===== config.mk =====
export PLATFORM = sky130hd
export DESIGN_NAME = countdown_timer_flat
export DESIGN_NICKNAME = d
export VERILOG_FILES = /design/src/rtl/countdown_timer_pkg.sv /design/src/rtl/countdown_timer_if.sv /design/src/rtl/countdown_timer_tick_gen.sv /design/src/rtl/countdown_timer.sv /design/src/flat_wrapper.sv
export SDC_FILE = /design/constraint.sdc
export NUM_CORES = 1
export LEC_CHECK = 0
export BUFFER_PORTS_ARGS = -buffer_cell sky130_fd_sc_hd__buf_4
export CELL_PAD_IN_SITES_DETAIL_PLACEMENT = 1
export CELL_PAD_IN_SITES_GLOBAL_PLACEMENT = 1
export CORE_MARGIN = 2
export CORE_UTILIZATION = 25
export DETAILED_ROUTE_END_ITERATION = 12
export GPL_TIMING_DRIVEN = 0
export PLACE_DENSITY_LB_ADDON = 0.1
export SYNTH_ARGS = -nofsm -noshare
export SYNTH_HDL_FRONTEND = slang
export SYNTH_SLANG_ARGS = --single-unit

===== constraint.sdc =====
create_clock -name clk -period 2.2 [get_ports clk]
set_input_delay 0.22 -clock clk [delete_from_list [all_inputs] [get_ports clk]]
set_output_delay 0.22 -clock clk [all_outputs]
set_load 0.02 [all_outputs]

===== src/rtl/countdown_timer_pkg.sv =====
// Shared types and helpers for the scaled countdown timer.
// The optional BCD output is enabled by defining COUNTDOWN_BCD_EN.
package countdown_timer_pkg;

    localparam int unsigned COUNT_W_DEF = 11;

    typedef enum logic [1:0] {
        StIdle,
        StRun,
        StPaused,
        StExpired
    } timer_state_e;

    function automatic int unsigned calc_prescale(input int unsigned clk_hz,
                                                  input int unsigned scale_factor);
        return clk_hz / scale_factor;
    endfunction

endpackage


===== src/rtl/countdown_timer_if.sv =====
// Control/status bundle between the input stage, the timer and the display logic.
// The bcd field exists only when COUNTDOWN_BCD_EN is defined.
interface countdown_timer_if
    import countdown_timer_pkg::*;
#(
    parameter int unsigned COUNT_W = COUNT_W_DEF
) ();

    logic               start;
    logic               clear;
    logic               pause;
    logic [COUNT_W-1:0] start_value;
    logic [COUNT_W-1:0] count;
    logic               running;
    logic               done;
    logic               expired;
`ifdef COUNTDOWN_BCD_EN
    logic [15:0]        bcd;

    modport master (
        output start, clear, pause, start_value,
        input  count, running, done, expired, bcd
    );

    modport slave (
        input  start, clear, pause, start_value,
        output count, running, done, expired, bcd
    );
`else
    modport master (
        output start, clear, pause, start_value,
        input  count, running, done, expired
    );

    modport slave (
        input  start, clear, pause, start_value,
        output count, running, done, expired
    );
`endif

endinterface


===== src/rtl/countdown_timer_tick_gen.sv =====
// Prescaler for the countdown timer: counts enabled cycles and emits a one-cycle
// tick on the cycle that wraps from PRESCALE-1 back to 0.
module countdown_timer_tick_gen #(
    parameter int unsigned PRESCALE = 10
) (
    input  logic clk,
    input  logic reset,
    input  logic en_i,
    input  logic clr_i,
    output logic tick_o
);

    localparam int unsigned PW = $clog2(PRESCALE);
    localparam logic [PW-1:0] Last = PW'(PRESCALE - 1);

    logic [PW-1:0] presc_q, presc_d;

    always_comb begin
        presc_d = presc_q;
        if (clr_i) begin
            presc_d = '0;
        end else if (en_i) begin
            presc_d = (presc_q == Last) ? '0 : presc_q + 1'b1;
        end
    end

    assign tick_o = en_i && !clr_i && (presc_q == Last);

    always_ff @(posedge clk or posedge reset) begin
        if (reset) begin
            presc_q <= '0;
        end else begin
            presc_q <= presc_d;
        end
    end

endmodule


===== src/rtl/countdown_timer.sv =====
// Scaled countdown engine: load on start, decrement once per prescaled unit,
// with pause/clear and expiry flags. Define COUNTDOWN_BCD_EN for a registered BCD view.
module countdown_timer
    import countdown_timer_pkg::*;
#(
    parameter int unsigned CLK_HZ       = 50_000_000,
    parameter int unsigned SCALE_FACTOR = 1,
    parameter int unsigned COUNT_W      = COUNT_W_DEF
) (
    input  logic                    clk,
    input  logic                    reset,
    countdown_timer_if.slave        bus
);

    localparam int unsigned PRESCALE = calc_prescale(CLK_HZ, SCALE_FACTOR);

    timer_state_e       state_q, state_d;
    logic [COUNT_W-1:0] count_q, count_d;
    logic               running_q, running_d;
    logic               expired_q, expired_d;
    logic               done_q, done_d;
    logic               pend_q, pend_d;
    logic               presc_en;
    logic               presc_clr;
    logic               tick;

    // Prescaler advances in PAUSED too once pause drops, so resuming costs no cycle.
    assign presc_clr = bus.clear | bus.start;
    assign presc_en  = ((state_q == StRun) || (state_q == StPaused)) && !bus.pause;

    countdown_timer_tick_gen #(
        .PRESCALE (PRESCALE)
    ) u_tick_gen (
        .clk    (clk),
        .reset  (reset),
        .en_i   (presc_en),
        .clr_i  (presc_clr),
        .tick_o (tick)
    );

    always_comb begin
        state_d = state_q;
        count_d = count_q;
        pend_d  = 1'b0;
        if (bus.clear) begin
            state_d = StIdle;
            count_d = '0;
        end else if (bus.start) begin
            if (bus.start_value == '0) begin
                state_d = StExpired;
                count_d = '0;
                pend_d  = 1'b1;
            end else begin
                state_d = StRun;
                count_d = bus.start_value;
            end
        end else begin
            unique case (state_q)
                StRun, StPaused: begin
                    if (bus.pause) begin
                        state_d = StPaused;
                    end else begin
                        state_d = StRun;
                        if (tick && (count_q != '0)) begin
                            count_d = count_q - 1'b1;
                            if (count_q == COUNT_W'(1)) begin
                                state_d = StExpired;
                                pend_d  = 1'b1;
                            end
                        end
                    end
                end
                StIdle, StExpired: ;
                default: state_d = StIdle;
            endcase
        end
        running_d = (state_d == StRun);
        expired_d = (state_d == StExpired);
        // done trails entry into EXPIRED by one cycle.
        done_d    = pend_q;
    end

    always_ff @(posedge clk or posedge reset) begin
        if (reset) begin
            state_q   <= StIdle;
            count_q   <= '0;
            running_q <= 1'b0;
            expired_q <= 1'b0;
            done_q    <= 1'b0;
            pend_q    <= 1'b0;
        end else begin
            state_q   <= state_d;
            count_q   <= count_d;
            running_q <= running_d;
            expired_q <= expired_d;
            done_q    <= done_d;
            pend_q    <= pend_d;
        end
    end

    assign bus.count   = count_q;
    assign bus.running = running_q;
    assign bus.expired = expired_q;
    assign bus.done    = done_q;

`ifdef COUNTDOWN_BCD_EN
    function automatic logic [15:0] to_bcd(input logic [COUNT_W-1:0] bin);
        logic [15:0] acc;
        acc = '0;
        for (int i = int'(COUNT_W) - 1; i >= 0; i--) begin
            for (int d = 0; d < 4; d++) begin
                if (acc[4*d +: 4] >= 4'd5) begin
                    acc[4*d +: 4] = acc[4*d +: 4] + 4'd3;
                end
            end
            acc = {acc[14:0], bin[i]};
        end
        return acc;
    endfunction

    logic [15:0] bcd_q, bcd_d;

    assign bcd_d = to_bcd(count_q);

    always_ff @(posedge clk or posedge reset) begin
        if (reset) begin
            bcd_q <= 16'h0000;
        end else begin
            bcd_q <= bcd_d;
        end
    end

    assign bus.bcd = bcd_q;
`endif

endmodule

===== src/flat_wrapper.sv =====
// flat-port wrapper written by rule: the top's interface ports become plain ports
module countdown_timer_flat import countdown_timer_pkg::*;
#(
    parameter int unsigned CLK_HZ       = 50_000_000,
    parameter int unsigned SCALE_FACTOR = 1,
    parameter int unsigned COUNT_W      = COUNT_W_DEF
)
  (clk, reset, bus_start, bus_clear, bus_pause, bus_start_value, bus_count, bus_running, bus_done, bus_expired);
  countdown_timer_if #(.COUNT_W(COUNT_W)) bus_i ();
  input  logic clk;
  input  logic reset;
  input wire logic [$bits(bus_i.start)-1:0] bus_start;
  input wire logic [$bits(bus_i.clear)-1:0] bus_clear;
  input wire logic [$bits(bus_i.pause)-1:0] bus_pause;
  input wire logic [$bits(bus_i.start_value)-1:0] bus_start_value;
  output wire logic [$bits(bus_i.count)-1:0] bus_count;
  output wire logic [$bits(bus_i.running)-1:0] bus_running;
  output wire logic [$bits(bus_i.done)-1:0] bus_done;
  output wire logic [$bits(bus_i.expired)-1:0] bus_expired;
  assign bus_i.start = bus_start;
  assign bus_i.clear = bus_clear;
  assign bus_i.pause = bus_pause;
  assign bus_i.start_value = bus_start_value;
  assign bus_count = bus_i.count;
  assign bus_running = bus_i.running;
  assign bus_done = bus_i.done;
  assign bus_expired = bus_i.expired;
  countdown_timer #(.CLK_HZ(CLK_HZ), .SCALE_FACTOR(SCALE_FACTOR), .COUNT_W(COUNT_W)) u_core (.clk(clk), .reset(reset), .bus(bus_i));
endmodule

==> impl_results.md, run 1 <==
- Slew Limit Fails: 0
- Reg area: 0.001077 mm2
- Starting density of the core: 25.71%
- Synth Register Bits: 43
- Die Y: around 110 um
- IO buf count: 28
- EDFF count, synth: 0
- Most used cell, CP: nor4_4
- Grt ovf: 0
- Final setup vio count: 0
- Nets: 372
- Largest net degree at the start of global routing: 36
- Die W: 107.0 um
- Async set-reset flop share out of synthesis: between 90% and 100%
- Vias/cell: 5.420
- Clock slew at reported path FFs: 100 ps
- Placed Cells: 468
- Most frequent cells in the layout: 43 x buf_4, 42 x dfrtp_1, 34 x nand2_1
- Post-synthesis instance total: slightly above 300
- Placed inst area: 0.003054 mm2
- Power Density: 553.7 mW/mm2
- CORE AREA: 0.01032 mm2
- WS Path Type: flop to flop
- Pwr Total: 1897 uW
- CP Max Fanout: 5
- Total CTS buffers: 5
- Clk root buf: clkbuf_8
- CTS tree: yes
- Fillers: about 1200
- Routed via count: between 2000 and 3000
- Hold_ws: 151.2 ps
- Total clock sinks: 43
- Vias in the first global route: 2704
- Area delta synth->final: 29.09%
- Max-Cap Viols: 0
- CP max stage delay: approximately 490 ps
- Critical Path, Cell by Cell: inv_2 > ha_4 > or4b_4 > nor4_4 > buf_6 > nor4_4 > or3_1 > o2111a_1
- Unrepaired setup endpoints after global routing: yes
- Wire length per cell: 18.88 um
- Worst Reg2Reg Path Length in Cells: 8
- RR Startpoint: u_core.bus.count[0]$_DFFE_PP0P_
- Hold Path End: u_core.bus.count[2]$_DFFE_PP0P_
- # DRC: 0
- First-pass GRT wire length: 15250 um
- CP startpoint: u_core.bus.count[0]$_DFFE_PP0P_
- Synth Flop Type: dfrtp_1
- Io pins: 30
- Seq/Total Area, Yosys: 40.55%
- 1st-iter DRT viols: 137
- First drt pass iteration count: 4
- Post-synth net total: 322
- Clk Latency, worst-skew pair: 320 ps
- Hold crit path type: input pin to flop
- Leak: 0.001382 uW
- Library cells used by synthesis: 56
- Antenna Nets Post-Route: 0
- Post-layout util: 33.18%
- Setup Skew: 10.14 ps
- Critical Path RT: 2420 ps
- Outcome: completed
- Global router's overall resource usage: 17.49%
- Gpl congestion: 0.7596
- Dpl hpwl: 6501 um
- Slowest cell on the critical path: or4b_4
- Startpoint Class: flop
- Worst reg-to-reg setup slack: between 40 and 50 ps
- Hold path cells: 3
- R2R Path End: u_core.bus.count[0]$_DFFE_PP0P_
- Final Critical Period: 2150 ps
- Mean Syn Cell Area: 8.758 um2
- Fmax: 465.1 MHz
- Area of the multi-input gates: 0.001536 mm2
- Worst EP arrival: 2370 ps
- Hold path startpoint: bus_start_value[2]
- Post-route cell area: about 0.0034 mm2
- Share of layout cells above drive strength 1: 24.01%
- Worst slew pin tran: 629.5 ps
- Relative slew slack: around three fifths
- Yosys warnings: 0
- Max clock buf depth: 2
- Die ar.: 0.01146 mm2
- Final Routed Wirelength: 9251 um
- Period utilization: 97.73%
- Hold Fails Final Rpt: 0
- Ant diodes: 0
- Htree depth: 2
- Worst vdd rail ir drop: around 0.29 mV
- Cell Area, Synth: 0.002654 mm2
- Initial antenna violation count: 0
- CP endpoint kind: flop
- Most common cell after layout, fill and taps aside: buf_4
- Final std cells w/o fill: a little under 500
- # rows: 37
-- worst max path at each step --
stage	depth (start not counted)	endpoint	slack, ps
after floorplan	7	u_core.bus.count[3]$_DFFE_PP0P_	40
after global placement	8	u_core.bus.count[10]$_DFFE_PP0P_	-430
after detailed placement	8	u_core.bus.running$_DFF_PP0_	-410
after CTS	8	u_core.bus.count[3]$_DFFE_PP0P_	2
after global routing	7	u_core.bus.count[0]$_DFFE_PP0P_	-50
final	8	u_core.bus.count[0]$_DFFE_PP0P_	50
-- cell usage after synthesis (2+ instances only) --
cell,n,share of area (%)
nor3_1,9,1.7
mux2i_1,4,1.5
a311o_1,2,0.75
inv_1,12,1.7
a31oi_1,15,3.5
nand2_1,34,4.8
nand2b_1,2,0.47
nor4_1,12,2.8
and2_1,3,0.71
clkbuf_1,8,1.1
and4_1,5,1.7
o21ai_0,13,2.5
a211oi_1,3,0.85
and3_1,8,1.9
nor2_1,23,3.3
nor3b_1,2,0.57
buf_4,2,0.57
nor4b_1,3,0.99
buf_2,3,0.57
a21oi_1,17,3.2
o31a_1,3,0.99
mux2_2,2,0.85
nor2b_1,3,0.71
dfrtp_1,43,41
nand4b_1,2,0.66
a31o_2,2,0.66
nand3_1,22,4.1
ha_1,3,1.4
nand4_1,10,2.4
a41oi_1,2,0.66
clkbuf_8,2,1.0
a2111oi_2,2,1.1
or3_1,2,0.47
o2111a_1,3,1.3
-- state kept, by name, indices dropped and copies added, names as in the netlist --
signal                     count
u_core.bus.expired             1
u_core.bus.running             1
u_core.u_tick_gen.presc_q     26
u_core.done_d                  1
u_core.bus.done                1
u_core.bus.count              11
u_core.state_q                 2
-- routing by layer --
metal  track usage (%)  up-vias  share of wire [%]
met5                 0        -                  0
met3             2.857        7                3.3
met2             26.40       44                 44
li1                  -     1256                  -
met1             25.61     1349                 52
met4             5.009        0                1.2
-- final cells by class --
class	count	share of cell area [%]
Buffer	15	3.470
Clock buffer	5	2.009
Clock inverter	3	1.972
Inverter	12	1.315
Multi-Input combinational cell	233	44.85
Sequential cell	43	31.45
Tap cell	136	4.967
Timing Repair Buffer	43	9.971
-- logic make-up after synthesis --
kind of cell,count (synthesis),synth area share [%]
AND/OR/NAND/NOR,150,31.40
AO/OA/AOI/OAI,73,18.95
multiplexers,6,2.357
buffers and inverters,27,4.997
XOR/XNOR,1,0.3301
flip-flops,43,40.55
adder cells (fa/ha/maj),3,1.415
-- power by group --
group | total [uW] | leakage, uW | internal (uW) | switching, uW
clock network | 775 | 0.0000644 | 453 | 322
registers | 836 | 0.000587 | 808 | 28.0
logic | 286 | 0.000731 | 121 | 165
-- critical path, delay by kind of cell (launching register included) --
kind | cells | cell delay, ps
buffers and inverters | 2 | 230
AO/OA/AOI/OAI | 1 | 140
adder cells (fa/ha/maj) | 1 | 150
AND/OR/NAND/NOR | 4 | 1100
flip-flops | 1 | 430
-- repair_timing --
item                       CTS  global route
buffers inserted             8             5
setup endpoints to repair   40            39
gates resized for setup     21            10
hold endpoints to repair     8             0
pin swaps                    4             4
hold buffers                 1             0
-- stage by stage --
stage	setup WS [ps]	TNS, ps
2_1_floorplan	36.79	0
3_3_place_gp	-426.6	-12510
3_5_place_dp	-405.8	-12010
4_1_cts	2.209	0
5_1_grt	-50.03	-140.0
6_report	49.95	0
No activity file was read; power rests on OpenSTA's default activity.
==> inputs of run 2 (changes only) <==
- ABC_AREA: not set -> 1
- GPL_TIMING_DRIVEN: 0 -> not set
- PLACE_DENSITY: not set -> 0.59
- PLACE_DENSITY_LB_ADDON: 0.1 -> not set
==> run 2 against run 1 <==
Worst hold slack worse by 76 ps. Cell count grew 10%. Die area rose by 0.91%. Largest cell class unchanged. Non-clock buffer count decreased by 23. Wire length down 13%.
==> impl_results.md, run 2 <==
- Share of layout cells above drive strength 1: 16.54% (was 24.01%)
- EDFF count, synth: 0 (unchanged)
- Worst slew pin tran: 613.9 ps (was 629.5 ps)
- Leak: 0.001345 uW (was 0.001382 uW)
- Routed via count: 2597 (was 2656)
- Antenna Nets Post-Route: 0 (unchanged)
- Synth Flop Type: dfrtp_1 (unchanged)
- Worst reg-to-reg setup slack: 220 ps (was 50 ps)
- Mux cell area share after synthesis: 0% (was 2.357%)
- Fmax: 505.3 MHz (was 465.1 MHz)
- Worst EP arrival: 2150 ps (was 2370 ps)
- Global router's overall resource usage: 15.11% (was 17.49%)
- Total CTS buffers: 5 (unchanged)
- Unrepaired setup endpoints after global routing: no (was yes)
- Critical Path RT: 2380 ps (was 2420 ps)
- 1st-iter DRT viols: 76 (was 137)
- Hold crit path type: input pin to asynchronous set/reset pin (was input pin to flop)
- Startpoint Class: flop (unchanged)
- CTS Hold Bufs: 0 (was 1)
- Gpl congestion: 0.8013 (was 0.7596)
- Yosys warnings: 0 (unchanged)
- Outcome: completed (unchanged)
- Synth Area in Compound Gates: 14.99% (was 18.95%)
- Cell with the most instances after synthesis: nand2_1 (was dfrtp_1)
- Final Critical Period: 1979 ps (was 2150 ps)
- Die ar.: 0.01156 mm2 (was 0.01146 mm2)
- Grt ovf: 0 (unchanged)
- Max clock buf depth: 2 (unchanged)
- Final Routed Wirelength: 8039 um (was 9251 um)
- Seq/Total Area, Yosys: 40.17% (was 40.55%)
- Setup Skew: 5.606 ps (was 10.14 ps)
- Htree depth: 2 (unchanged)
- Wire length per cell: 14.86 um (was 18.88 um)
- IO buf count: 29 (was 28)
- Area delta synth->final: 18.31% (was 29.09%)
- Power Density: 536.5 mW/mm2 (was 553.7 mW/mm2)
- RR Startpoint: u_core.bus.count[0]$_DFFE_PP0P_ (unchanged)
- WS Path Type: flop to flop (unchanged)
- Most common cell after layout, fill and taps aside: nand2_1 (was buf_4)
- Relative slew slack: 59.08% (was 58.03%)
- Synth area leader: dfrtp_1 (unchanged)
- Clk root buf: clkbuf_8 (unchanged)
- Slowest cell on the critical path: dfrtp_1 (was or4b_4)
- Die W: 107.5 um (was 107.0 um)
- Worst vdd rail ir drop: 0.2198 mV (was 0.2865 mV)
- Total clock sinks: 43 (unchanged)
- # rows: 37 (unchanged)
- CP Max Fanout: 10 (was 5)
- CTS resizes: 0 (was 21)
- Vias/cell: 4.800 (was 5.420)
- Cell Area, Synth: 0.002679 mm2 (was 0.002654 mm2)
- CTS tree: yes (unchanged)
- Io pins: 30 (unchanged)
- Largest family of logic cells by synthesized area: simple AND/OR/NAND/NOR gates (unchanged)
- Clk Latency, worst-skew pair: 300 ps (was 320 ps)
- Most frequent cells in the layout: 86 x nand2_1, 46 x inv_1, 43 x dfrtp_1 (was 43 x buf_4, 42 x dfrtp_1, 34 x nand2_1)
- R2R Path End: u_core.bus.count[0]$_DFFE_PP0P_ (unchanged)
- Pwr Total: 1700 uW (was 1897 uW)
- Post-synthesis instance total: 367 (was 303)
- Starting density of the core: 25.83% (was 25.71%)
- Die Y: 107.5 um (was 107.0 um)
- Synth top area cells: dfrtp_1 40%, nand2_1 12%, inv_1 6.6%, nor2_1 5.0%, o21ai_0 4.9% (was dfrtp_1 41%, nand2_1 4.8%, nand3_1 4.1%, a31oi_1 3.5%, nor2_1 3.3%)
- Library cells used by synthesis: 34 (was 56)
- CP endpoint kind: flop (unchanged)
- Largest Register: u_core.u_tick_gen.presc_q (unchanged)
- Worst Reg2Reg Path Length in Cells: 9 (was 8)
- Post-synth net total: 386 (was 322)
- XOR/XNOR Fraction of Synth Area: 2.616% (was 0.3300%)
- Hold Fails Final Rpt: 0 (unchanged)
- Mean Syn Cell Area: 7.299 um2 (was 8.758 um2)
- First drt pass iteration count: 4 (unchanged)
- Period utilization: 89.96% (was 97.73%)
- Vias in the first global route: 2828 (was 2704)
- # DRC: 0 (unchanged)
- Max-Cap Viols: 0 (unchanged)
- Initial antenna violation count: 0 (unchanged)
- First-pass GRT wire length: 13980 um (was 15250 um)
- Largest register FFs: 26 (unchanged)
- Clock slew at reported path FFs: 90 ps (was 100 ps)
- Slew Limit Fails: 0 (unchanged)
- Adder-Cell Fraction of Synth Area: 1.401% (was 1.414%)
- Critical Path, Cell by Cell: inv_1 > ha_1 > nand2_1 > nor2_2 > a21oi_2 > nand2_2 > nand2_4 > nand2_4 > o22ai_1 (was inv_2 > ha_4 > or4b_4 > nor4_4 > buf_6 > nor4_4 > or3_1 > o2111a_1)
- Ant diodes: 0 (unchanged)
- Simple-Gate Fraction of Synth Area: 33.07% (was 31.40%)
- Most used cell, CP: nand2_4 (was nor4_4)
- Synth cell count leaders: 86 x nand2_1, 47 x inv_1, 43 x dfrtp_1 (was 43 x dfrtp_1, 34 x nand2_1, 23 x nor2_1)
- Top cell type's share of synthesized area: 40.17% (was 40.55%)
- Async set-reset flop share out of synthesis: 100.0% (unchanged)
- CORE AREA: 0.01037 mm2 (was 0.01032 mm2)
- CP max stage delay: 450 ps (was 490 ps)
- Setup total negative slack: 0 ps (unchanged)
- Largest net degree at the start of global routing: 44 (was 36)
- Nets: 423 (was 372)
- Synth Register Bits: 43 (unchanged)
- Post-CTS setup buffers: 0 (was 8)
- Final setup vio count: 0 (unchanged)
- Dpl hpwl: 5984 um (was 6501 um)
## run 2: changes by cell type after synthesis, sizes merged, moves of 6 or more
| cell | before | now |
|---|---|---|
| nand2 | 34 | 92 |
| o21ai | 13 | 36 |
| nor4 | 14 | 6 |
| clkbuf | 10 | 3 |
| a21oi | 18 | 11 |
| o22ai | 0 | 15 |
| inv | 12 | 49 |
| and4 | 6 | 0 |
| a31oi | 15 | 3 |
| and3 | 8 | 0 |
| nor2 | 23 | 44 |
## run 2: critical path: cells and delay by family, from the launching register on
| family | cells | cell delay (ps) |
|---|---|---|
| buffers and inverters | 1 | 200 |
| flip-flops | 1 | 450 |
| AND/OR/NAND/NOR | 5 | 710 |
| AO/OA/AOI/OAI | 2 | 190 |
| adder cells (fa/ha/maj) | 1 | 280 |
## run 2: layout make-up
cell class              count  area [um2]
inverters                  49       183.9
flip-flops and latches     43        1076
well taps                 136       170.2
repair buffers             35       262.8
multi-input cells         270        1395
clock inverters             1       5.005
fillers                  1320        7201
clock buffers               7       76.32
## run 2: how the worst max path moves through the flow
stage | start | to | slack, ps | depth (start not counted)
2_1_floorplan | u_core.bus.count[0]$_DFFE_PP0P_ | u_core.bus.count[8]$_DFFE_PP0P_ | 540 | 10
3_3_place_gp | u_core.bus.count[0]$_DFFE_PP0P_ | u_core.bus.count[5]$_DFFE_PP0P_ | 280 | 9
3_5_place_dp | u_core.bus.count[0]$_DFFE_PP0P_ | u_core.bus.count[0]$_DFFE_PP0P_ | 230 | 9
4_1_cts | u_core.bus.count[0]$_DFFE_PP0P_ | u_core.bus.count[0]$_DFFE_PP0P_ | 210 | 9
5_1_grt | u_core.bus.count[0]$_DFFE_PP0P_ | u_core.bus.count[9]$_DFFE_PP0P_ | 30 | 10
6_report | u_core.bus.count[0]$_DFFE_PP0P_ | u_core.bus.count[0]$_DFFE_PP0P_ | 220 | 9
## run 2: cells by family (layout without fill, tap and decap cells)
| logic type | after synthesis | after routing |
|---|---|---|
| fa+ha+maj | 3 | 3 |
| compound gates | 71 | 71 |
| buf+inv | 54 | 92 |
| simple gates | 188 | 188 |
| flops | 43 | 43 |
| xor+xnor | 8 | 8 |
## run 2: per-stage QoR
step / utilization [%] / hold WS [ps] / worst slack, ps / area (um2) / std cells
5_1_grt: 30.56 / 118.1 / 33.74 / 3169 / 541
3_3_place_gp: 29.78 / 335.4 / 278.2 / 3088 / 533
3_5_place_dp: 29.78 / 341.0 / 227.2 / 3088 / 533
6_report: 30.56 / 75.63 / 220.8 / 3169 / 541
2_1_floorplan: - / 283.1 / 539.6 / 2679 / 367
4_1_cts: 30.56 / 117.0 / 209.4 / 3169 / 541
## run 2: report_power, final
| part | internal (uW) | switching, uW |
|---|---|---|
| sequential | 817 | 37.4 |
| clock | 224 | 294 |
| combinational | 123 | 205 |
| total | 1160 | 537 |
## run 2: metal layers
layer	vias up	GRT usage (%)	share of wire, %
met2	48	26.46	49
li1	1291	-	-
met4	0	3.022	1.0
met1	1250	19.16	48
met5	-	0	0
met3	8	3.208	2.6
==> inputs of run 3 (changes only) <==
==> constraint.sdc (replaced) <==
create_clock -name clk -period 2.2 [get_ports clk]
set_input_delay 0.44 -clock clk [delete_from_list [all_inputs] [get_ports clk]]
set_output_delay 0.44 -clock clk [all_outputs]
set_load 0.02 [all_outputs]
==> run 3 against run 2 <==
Worst hold slack better by 100 ps. Global-route usage hardly changed. First-iteration DRC count is 7.9% higher. Largest power group unchanged. Highest routed layer unchanged.
==> impl_results.md, run 3 (synthesis gave the netlist of run 2 again) <==
- Outcome: completed (unchanged)
- Wire length per cell: 14.93 um (was 14.86 um)
- Largest Register: u_core.u_tick_gen.presc_q (unchanged)
- CP Max Fanout: 10 (unchanged)
- Area delta synth->final: 19.66% (was 18.31%)
- Hold Fails Final Rpt: 0 (unchanged)
- CP endpoint kind: flop (unchanged)
- R2R Path End: u_core.bus.count[0]$_DFFE_PP0P_ (unchanged)
- Gpl congestion: 0.7880 (was 0.8013)
- Share of layout cells above drive strength 1: 16.58% (was 16.54%)
- Global router's overall resource usage: 15.15% (was 15.11%)
- Fillers: 1325 (was 1320)
- 1st-iter DRT viols: 82 (was 76)
- Clk Latency, worst-skew pair: 300 ps (about the same)
- Io pins: 30 (unchanged)
- Hold crit path type: input pin to asynchronous set/reset pin (unchanged)
- Critical Path RT: 2380 ps (about the same)
- Die Y: 107.5 um (unchanged)
- Nets: 422 (was 423)
- Initial antenna violation count: 0 (unchanged)
- Slew Limit Fails: 0 (unchanged)
- Worst EP arrival: 2090 ps (was 2150 ps)
- Power Density: 549.2 mW/mm2 (was 536.5 mW/mm2)
- Fmax: 521.7 MHz (was 505.3 MHz)
- Starting density of the core: 25.83% (unchanged)
- Max-Cap Viols: 0 (unchanged)
- Setup Skew: 7.651 ps (was 5.606 ps)
- Worst vdd rail ir drop: 0.2562 mV (was 0.2198 mV)
- # rows: 37 (unchanged)
- DP Worst Slack: 266.8 ps (was 227.2 ps)
- Period utilization: 87.14% (was 89.96%)
- Pwr Total: 1761 uW (was 1700 uW)
- Dpl hpwl: 6096 um (was 5984 um)
- Post-route setup slack: 283.0 ps (was 220.8 ps)
- Ant diodes: 0 (unchanged)
- First drt pass iteration count: 6 (was 4)
- Setup total negative slack: 0 ps (unchanged)
- CORE AREA: 0.01037 mm2 (unchanged)
- Antenna Nets Post-Route: 0 (unchanged)
- Htree depth: 2 (unchanged)
- WS Path Type: flop to flop (unchanged)
- Clk root buf: clkbuf_8 (unchanged)
- Vias in the first global route: 2824 (was 2828)
- Placed Cells: 532 (was 533)
- Final std cells w/o fill: 540 (was 541)
- Startpoint Class: flop (unchanged)
- Max clock buf depth: 2 (unchanged)
- Unrepaired setup endpoints after global routing: no (unchanged)
- Worst reg-to-reg setup slack: 280 ps (was 220 ps)
- Leak: 0.001356 uW (was 0.001345 uW)
- Die ar.: 0.01156 mm2 (unchanged)
- CTS resizes: 0 (unchanged)
- Worst Reg2Reg Path Length in Cells: 9 (unchanged)
- Worst slew pin tran: 463.1 ps (was 613.9 ps)
- Total clock sinks: 43 (unchanged)
- Post-CTS setup buffers: 0 (unchanged)
- Largest register FFs: 26 (unchanged)
- First-pass GRT wire length: 13960 um (was 13980 um)
- # DRC: 0 (unchanged)
- Routed via count: 2601 (was 2597)
- Total CTS buffers: 5 (unchanged)
- Most common cell after layout, fill and taps aside: nand2_1 (unchanged)
- Largest net degree at the start of global routing: 44 (unchanged)
- Most frequent cells in the layout: 86 x nand2_1, 46 x inv_1, 43 x dfrtp_1 (unchanged)
- Final setup vio count: 0 (unchanged)
- RR Startpoint: u_core.bus.count[0]$_DFFE_PP0P_ (unchanged)
- Clock slew at reported path FFs: 80 ps (was 90 ps)
- Relative slew slack: 69.09% (was 59.08%)
- CTS tree: yes (unchanged)
- Final Routed Wirelength: 8061 um (was 8039 um)
- CTS Hold Bufs: 0 (unchanged)
- Die W: 107.5 um (unchanged)
- IO buf count: 29 (unchanged)
- Final Critical Period: 1917 ps (was 1979 ps)
- Vias/cell: 4.817 (was 4.800)
- Grt ovf: 0 (unchanged)
run 3: cell count changes in the layout (fill, tap and decap cells not counted):
| cell | delta |
|---|---|
| buf_4 | -3 |
| buf_12 | +2 |
| clkbuf_8 | +2 |
| clkbuf_1 | -1 |
| clkinv_2 | -1 |
run 3: worst max-delay path: stages (launching register included):
cell     delay (ps)
dfrtp_1         450
inv_1           190
ha_1            270
nand2_1         130
nor2_2          220
a21oi_2          90
nand2_2         100
nand2_4         100
nand2_4         150
o22ai_1          90
run 3: area by class of cell:
| class | count | area, um2 | share of cell area, % |
|---|---|---|---|
| Multi-Input combinational cell | 270 | 1395 | 43.52 |
| Sequential cell | 43 | 1076 | 33.57 |
| Timing Repair Buffer | 34 | 280.3 | 8.743 |
| Inverter | 49 | 183.9 | 5.738 |
| Tap cell | 136 | 170.2 | 5.308 |
| Clock buffer | 8 | 100.1 | 3.123 |
run 3: power breakdown:
group | switching [uW] | internal [uW] | leakage [uW]
Sequential | 39.5 | 817 | 0.000586
Combinational | 203 | 124 | 0.000718
Clock | 290 | 287 | 0.0000515
run 3: metal layers:
layer  vias to the layer above  wire (um)  track usage (%)
li1                       1284          -                -
met1                      1283       3883            19.37
met2                        30       3925            27.31
met3                         4        208            2.421
met4                         0         44            2.198
met5                         -          0                0
run 3: through the flow:
| step | instance area [um2] | utilization (%) | hold slack [ps] |
|---|---|---|---|
| final | 3206 | 30.91 | 175.7 |
| after global routing | 3206 | 30.91 | 208.6 |
| after CTS | 3206 | 30.91 | 184.4 |
| after detailed placement | 3105 | 29.95 | 342.6 |
| after global placement | 3105 | 29.95 | 340.3 |
| after floorplan | 2679 | - | 331.2 |
run 3: worst max path at each step:
stage / end / slack [ps] / startpoint
4_1_cts: u_core.bus.count[0]$_DFFE_PP0P_ / 260 / u_core.bus.count[0]$_DFFE_PP0P_
3_3_place_gp: u_core.bus.count[5]$_DFFE_PP0P_ / 320 / u_core.bus.count[0]$_DFFE_PP0P_
6_report: u_core.bus.count[0]$_DFFE_PP0P_ / 280 / u_core.bus.count[0]$_DFFE_PP0P_
2_1_floorplan: u_core.bus.count[8]$_DFFE_PP0P_ / 540 / u_core.bus.count[0]$_DFFE_PP0P_
5_1_grt: u_core.bus.count[9]$_DFFE_PP0P_ / 100 / u_core.bus.count[0]$_DFFE_PP0P_
3_5_place_dp: u_core.bus.count[0]$_DFFE_PP0P_ / 270 / u_core.bus.count[0]$_DFFE_PP0P_
